===== src/rtl/vga_clk_pkg.sv =====
// Shared types and constants for the DCM reset sequencer and its synchronisers.
// Optional macro DCM_STATUS_MON_EN (consumed by dcm_reset_sequencer) enables CLKFX/CLKIN stop monitoring.
package vga_clk_pkg;

  typedef enum logic [2:0] {
    RESET_DCM = 3'd0,
    WAIT_LOCK = 3'd1,
    STABILIZE = 3'd2,
    RUN       = 3'd3,
    FAULT     = 3'd4
  } state_t;

  // Bit indices into the full 8-bit DCM_SP STATUS bus; the block only sees STATUS[2:1].
  localparam int STAT_CLKIN_STOP = 1;
  localparam int STAT_CLKFX_STOP = 2;

  localparam int DEF_RST_HOLD_CYCLES = 4;
  localparam int DEF_LOCK_TIMEOUT    = 120000;
  localparam int DEF_STABLE_CYCLES   = 1024;
  localparam int DEF_MAX_RETRIES     = 7;

  function automatic int max3(input int a, input int b, input int c);
    int m;
    m = (a > b) ? a : b;
    return (m > c) ? m : c;
  endfunction

endpackage


===== src/rtl/sync2.sv =====
// Parameterised-width two-flop synchroniser for signals arriving asynchronously to clk.
module sync2 #(
  parameter int W = 1
) (
  input  logic         clk,
  input  logic         reset,
  input  logic [W-1:0] i_d,
  output logic [W-1:0] o_q
);

  logic [W-1:0] r_meta;
  logic [W-1:0] r_sync;

  always_ff @(posedge clk) begin
    if (reset) begin
      r_meta <= '0;
      r_sync <= '0;
    end else begin
      r_meta <= i_d;
      r_sync <= r_meta;
    end
  end

  assign o_q = r_sync;

endmodule


===== src/rtl/dcm_reset_sequencer.sv =====
// Sequences DCM_SP reset/lock for the VGA pixel clock and releases the vga_clk-domain reset.
// Macro DCM_STATUS_MON_EN: also monitor DCM STATUS (CLKFX stopped / CLKIN stopped).
module dcm_reset_sequencer
  import vga_clk_pkg::*;
#(
  parameter int RST_HOLD_CYCLES = DEF_RST_HOLD_CYCLES,
  parameter int LOCK_TIMEOUT    = DEF_LOCK_TIMEOUT,
  parameter int STABLE_CYCLES   = DEF_STABLE_CYCLES,
  parameter int MAX_RETRIES     = DEF_MAX_RETRIES
) (
  input  logic       clk,
  input  logic       reset,
  input  logic       dcm_locked,
  input  logic [1:0] dcm_status,
  output logic       dcm_rst,
  output logic       clk_ok,
  output logic       sys_rst,
  output logic       fault,
  output logic [2:0] retry_count,
  output state_t     dbg_state
);

  localparam int CNT_MAX = max3(LOCK_TIMEOUT, STABLE_CYCLES, RST_HOLD_CYCLES);
  localparam int CNT_W   = $clog2(CNT_MAX + 1);

  state_t           r_state;
  state_t           w_next_state;
  logic [CNT_W-1:0] r_cnt;
  logic [2:0]       r_retry;
  logic [2:0]       w_next_retry;
  logic             w_fail;
  logic             w_restart;
  logic             w_cnt_clr;
  logic             w_lock_s;
  logic             w_lock_ok;
  logic             w_clkin_stop;

  sync2 #(.W(1)) u_sync_lock (
    .clk   (clk),
    .reset (reset),
    .i_d   (dcm_locked),
    .o_q   (w_lock_s)
  );

`ifdef DCM_STATUS_MON_EN
  logic [1:0] w_stat_s;

  sync2 #(.W(2)) u_sync_stat (
    .clk   (clk),
    .reset (reset),
    .i_d   (dcm_status),
    .o_q   (w_stat_s)
  );

  // LOCKED can stay high after CLKFX stops, so a stopped CLKFX counts as lost lock.
  assign w_lock_ok    = w_lock_s & ~w_stat_s[STAT_CLKFX_STOP-1];
  assign w_clkin_stop = w_stat_s[STAT_CLKIN_STOP-1];
`else
  logic w_unused_status;
  assign w_unused_status = ^dcm_status;
  assign w_lock_ok       = w_lock_s;
  assign w_clkin_stop    = 1'b0;
`endif

  always_comb begin
    w_next_state = r_state;
    w_next_retry = r_retry;
    w_fail       = 1'b0;
    w_restart    = 1'b0;
    case (r_state)
      RESET_DCM: if (r_cnt == CNT_W'(RST_HOLD_CYCLES - 1)) w_next_state = WAIT_LOCK;
      WAIT_LOCK: begin
        // Lock seen on the timeout cycle takes priority over the timeout.
        if (w_lock_s) w_next_state = STABILIZE;
        else if (r_cnt == CNT_W'(LOCK_TIMEOUT - 1)) w_fail = 1'b1;
      end
      STABILIZE: begin
        if (!w_lock_ok) begin
          w_fail = 1'b1;
        end else if (r_cnt == CNT_W'(STABLE_CYCLES - 1)) begin
          w_next_state = RUN;
          w_next_retry = 3'd0;
        end
      end
      RUN:       if (!w_lock_ok) w_next_state = RESET_DCM;
      FAULT:     w_next_state = FAULT;
      default:   w_next_state = RESET_DCM;
    endcase

    if (w_fail) begin
      if (r_retry >= 3'(MAX_RETRIES)) begin
        w_next_state = FAULT;
      end else begin
        w_next_retry = r_retry + 3'd1;
        w_next_state = RESET_DCM;
      end
    end

    // A stopped input clock restarts the sequence without charging a retry.
    if (w_clkin_stop && r_state != FAULT) begin
      w_next_state = RESET_DCM;
      w_next_retry = r_retry;
      w_restart    = 1'b1;
    end
  end

  assign w_cnt_clr = (w_next_state != r_state) || w_restart;

  always_ff @(posedge clk) begin
    if (reset) begin
      r_state <= RESET_DCM;
      r_cnt   <= '0;
      r_retry <= 3'd0;
      dcm_rst <= 1'b1;
      clk_ok  <= 1'b0;
      sys_rst <= 1'b1;
      fault   <= 1'b0;
    end else begin
      r_state <= w_next_state;
      if (w_cnt_clr)                  r_cnt <= '0;
      else if (r_cnt != {CNT_W{1'b1}}) r_cnt <= r_cnt + 1'b1;
      r_retry <= w_next_retry;
      // Outputs are registered from the next state so they line up with r_state.
      dcm_rst <= (w_next_state == RESET_DCM) || (w_next_state == FAULT);
      clk_ok  <= (w_next_state == RUN);
      sys_rst <= (w_next_state != RUN);
      fault   <= fault | (w_next_state == FAULT);
    end
  end

  assign retry_count = r_retry;
  assign dbg_state   = r_state;

endmodule


===== config.mk =====
export PLATFORM = sky130hd
export DESIGN_NAME = dcm_reset_sequencer
export DESIGN_NICKNAME = d
export VERILOG_FILES = /design/src/rtl/vga_clk_pkg.sv /design/src/rtl/sync2.sv /design/src/rtl/dcm_reset_sequencer.sv
export SDC_FILE = /design/constraint.sdc
export NUM_CORES = 1
export LEC_CHECK = 0
export BUFFER_PORTS_ARGS = -buffer_cell sky130_fd_sc_hd__buf_2
export CAP_MARGIN = 25
export CORE_UTILIZATION = 52
export DETAILED_ROUTE_END_ITERATION = 12
export MAX_ROUTING_LAYER = met4
export PLACE_DENSITY = 0.77
export REMOVE_ABC_BUFFERS = 1
export SKIP_LAST_GASP = 1
export SYNTH_ARGS = -nofsm -noshare
export SYNTH_HDL_FRONTEND = slang
export SYNTH_SLANG_ARGS = --single-unit

===== constraint.sdc =====
create_clock -name clk -period 2.12 [get_ports clk]
set_input_delay 0.424 -clock clk [delete_from_list [all_inputs] [get_ports clk]]
set_output_delay 0.424 -clock clk [all_outputs]
set_load 0.01 [all_outputs]

==> summary.md <==
| Metric | Value |
|---|---|
| Mapped cell area | `1490 sq um` |
| Hold Slack | `0.299 ns` |
| Critical Path Fanout Max | `5` |
| Crit path cell chain | `ha_1 -> nand3_1 -> nor4_2 -> ha_2 -> nand4b_1 -> or3_1 -> or3_1 -> a21oi_2` |
| Pins Over Slew Limit | `0` |
| Post-DP HPWL | `2280 um` |
| Vias | `1287` |
| Antenna viol nets, final | `0` |
| Final GP Congestion | `0.873` |
| CTS Root Cell | `clkbuf_4` |
| First-pass GRT wire length | `5140 um` |
| Die H | `55.5 um` |
| I/O pins | `15` |
| DR iter-0 viols | `44` |
| Max IR drop VDD | `0.000675 V` |
| CP Launch Type | `register` |
| Final period util | `98.6%` |
| Layout area overhead | `19.4%` |
| HP Class | `primary input to register` |
| Headroom to the max-slew limit | `57.8%` |
| Total wire length | `3210 um` |
| Most numerous cell in the Yosys netlist | `dfxtp_1` |
| WP depth | `8` |
| Largest net degree at the start of global routing | `18` |
| Syn. warnings | `0` |
| PD cells | `641 nW/um^2` |
| TritonCTS clock tree | `done` |
| DP Area | `1660 sq um` |
| Crit. Startpoint | `r_cnt[0]$_SDFFE_PP0P_` |
| Tmin final | `2.09 ns` |
| Final Net Count | `197` |
| MaxCap Viol Count | `0` |
| Initial antenna violation count | `0` |
| Clock buffer depth | `2` |
| Crit end category | `register` |
| Tightest Pin Transition | `0.627 ns` |
| Starting density of the core | `54.4%` |
| Overall routing resource usage | `22.0%` |
| Final instance area | `1780 sq um` |
| Fill count | `219` |
| Drt drc | `0` |
| Post-synthesis sequential area ratio | `39.0%` |
| RR Endpoint | `r_cnt[13]$_SDFFE_PP0P_` |
| Delay-heaviest family, CP | `simple AND/OR/NAND/NOR gates` |
| Setup repair bufs after CTS | `0` |
| Gr ovfl total | `0` |
| Synth Flop Type | `dfxtp_1` |
| Yosys top cell area share | `39.0%` |
| Share of cells above drive strength 1 | `24.9%` |
| Syn Area/Cell | `9.18 sq um` |
| Number of antenna diodes | `0` |
| Setup-failing EPs final | `0` |
| Clk slew on worst S/H paths | `0.10 ns` |
| Yosys reg bits | `29` |
| Hold Path Depth | `2` |
| H-tree depth | `2` |
| Core area | `2730 sq um` |
| Worst path most repeated cell | `or3_1` |
| # port buffers | `12` |
| CP endpoint | `r_cnt[13]$_SDFFE_PP0P_` |
| Clock skew | `0.00915 ns` |
| Slowest stage delay, CP | `0.36 ns` |
| FF-to-FF Start | `r_cnt[0]$_SDFFE_PP0P_` |
| WP buf/inv | `0` |
| DR vias/cell | `5.85` |
| Synth top cells by count | `29 x dfxtp_1, 15 x nor3_1, 8 x nand3_1, 8 x o21ai_0, 8 x xnor2_1` |
| Flop-to-flop setup slack | `0.03 ns` |
| Synth top area cells | `dfxtp_1 39%, nor3_1 5.0%, xnor2_1 4.7%, ha_1 3.4%, mux2i_1 3.4%` |
| P_leak | `0.683 nW` |
| Post-synthesis cell count | `162` |
| Vias in the first global route | `1151` |
| Asr flop ratio synth | `0%` |
| Netlist cell types | `42` |
| CP max stage cell | `or3_1` |
| Router iterations before antenna repair | `4` |
| # rows | `19` |
| WS Path Type | `register to register` |
| Total die area | `3080 sq um` |
| Worst-Skew Late Latency | `0.33 ns` |
| Area leader, netlist | `dfxtp_1` |
| Clk sinks | `29` |
| RSZ-0062 raised after global routing | `true` |
| R2R depth | `8` |
| Status | `finished, final reports clean` |
| CTS Buf Count | `5` |
| Die Width | `55.5 um` |
| Avg WL per Cell | `14.6 um` |
| WP data arrival | `2.36 ns` |
| Max Freq | `478 MHz` |
| Post-synth EDFFs | `0` |
| Critical path data required time | `2.39 ns` |
| Final hold vios | `0` |
[what timing repair did]
action,4_1_cts,5_1_grt
resized for setup,0,6
hold endpoints to repair,0,0
setup endpoints to repair,0,13
hold buffers,0,0
[stage by stage]
stage	total power [mW]	setup TNS (ns)	utilization, %	cells	setup WS [ns]
floorplan	0.627	0	-	156	0.0638
CTS	1.14	0	63.9	220	0.0387
detailed placement	0.669	0	60.7	212	0.0608
finish	1.14	0	65.0	220	0.0295
global route	1.18	-0.0350	65.0	220	-0.0350
global placement	0.662	0	60.7	212	0.114
[metal layers]
layer / vias to the layer above / part of all wire (%) / global-route usage (%)
met1: 614 / 46 / 28.1
met4: 0 / 1.2 / 7.50
met3: 5 / 3.8 / 6.32
met5: - / 0 / -
li1: 646 / - / -
met2: 22 / 49 / 33.6
[worst reg2reg max path, delay by kind of cell, from the launching register on]
family | cells | cell delay, ns
adders and majority gates | 2 | 0.45
AOI/OAI and AO/OA | 1 | 0.14
and+or+nand+nor | 5 | 1.10
DFF | 1 | 0.35
[placed cells by master, fill, tap and decap left out, drive strengths merged, types with 2 or more instances in the layout]
master / count
or3: 5
xnor2: 8
and4b: 2
nor2b: 7
nand3b: 2
nand4: 5
nor4: 7
nand3: 8
xor2: 5
dfxtp: 29
and4: 2
nor4b: 2
inv: 3
nand2b: 6
mux2i: 5
buf: 25
nor3: 15
nor2: 7
o21a: 2
a21oi: 6
ha: 4
o21ai: 8
nand2: 5
clkbuf: 6
[how the worst min path moves through the flow]
stage	from	end	slack, ns
2_1_floorplan	u_sync_lock.r_meta$_SDFF_PP0_	u_sync_lock.o_q$_SDFF_PP0_	0.41
3_3_place_gp	u_sync_lock.r_meta$_SDFF_PP0_	u_sync_lock.o_q$_SDFF_PP0_	0.42
3_5_place_dp	u_sync_lock.r_meta$_SDFF_PP0_	u_sync_lock.o_q$_SDFF_PP0_	0.44
4_1_cts	dcm_locked	u_sync_lock.r_meta$_SDFF_PP0_	0.29
5_1_grt	dcm_locked	u_sync_lock.r_meta$_SDFF_PP0_	0.31
6_report	dcm_locked	u_sync_lock.r_meta$_SDFF_PP0_	0.30
[cell families (layout without fill, tap and decap cells)]
logic type	after synthesis	after routing	share of synthesized area [%]
adders and majority gates	4	4	3.36
xor gates and xnor gates	13	13	7.65
muxes	5	5	3.36
DFF	29	29	39.0
buffers and inverters	9	36	4.12
AOI/OAI and AO/OA	23	23	10.3
and+or+nand+nor	79	79	32.2
[sequential cells by signal, summed over array words and instances (netlist names)]
signal,cells
sys_rst,1
r_cnt,17
u_sync_lock.o_q,1
dcm_rst,1
u_sync_lock.r_meta,1
retry_count,3
dbg_state,3
fault,1
clk_ok,1
[report_power, final]
part / internal, mW / switching, mW / total (mW)
clock network: 0.280 / 0.201 / 0.481
registers: 0.557 / 0.0120 / 0.569
logic: 0.0425 / 0.0465 / 0.0890
total: 0.879 / 0.260 / 1.14
[layout make-up]
class	count	area (sq um)	share of cell area, %
Multi-Input combinational cell	124	875	49.2
Sequential cell	29	581	32.7
Timing Repair Buffer	25	183	10.3
Clock buffer	6	51.3	2.89
Tap cell	31	38.8	2.18
Clock inverter	2	37.5	2.11
Inverter	3	11.3	0.634
(Power assumes the default switching activity.)
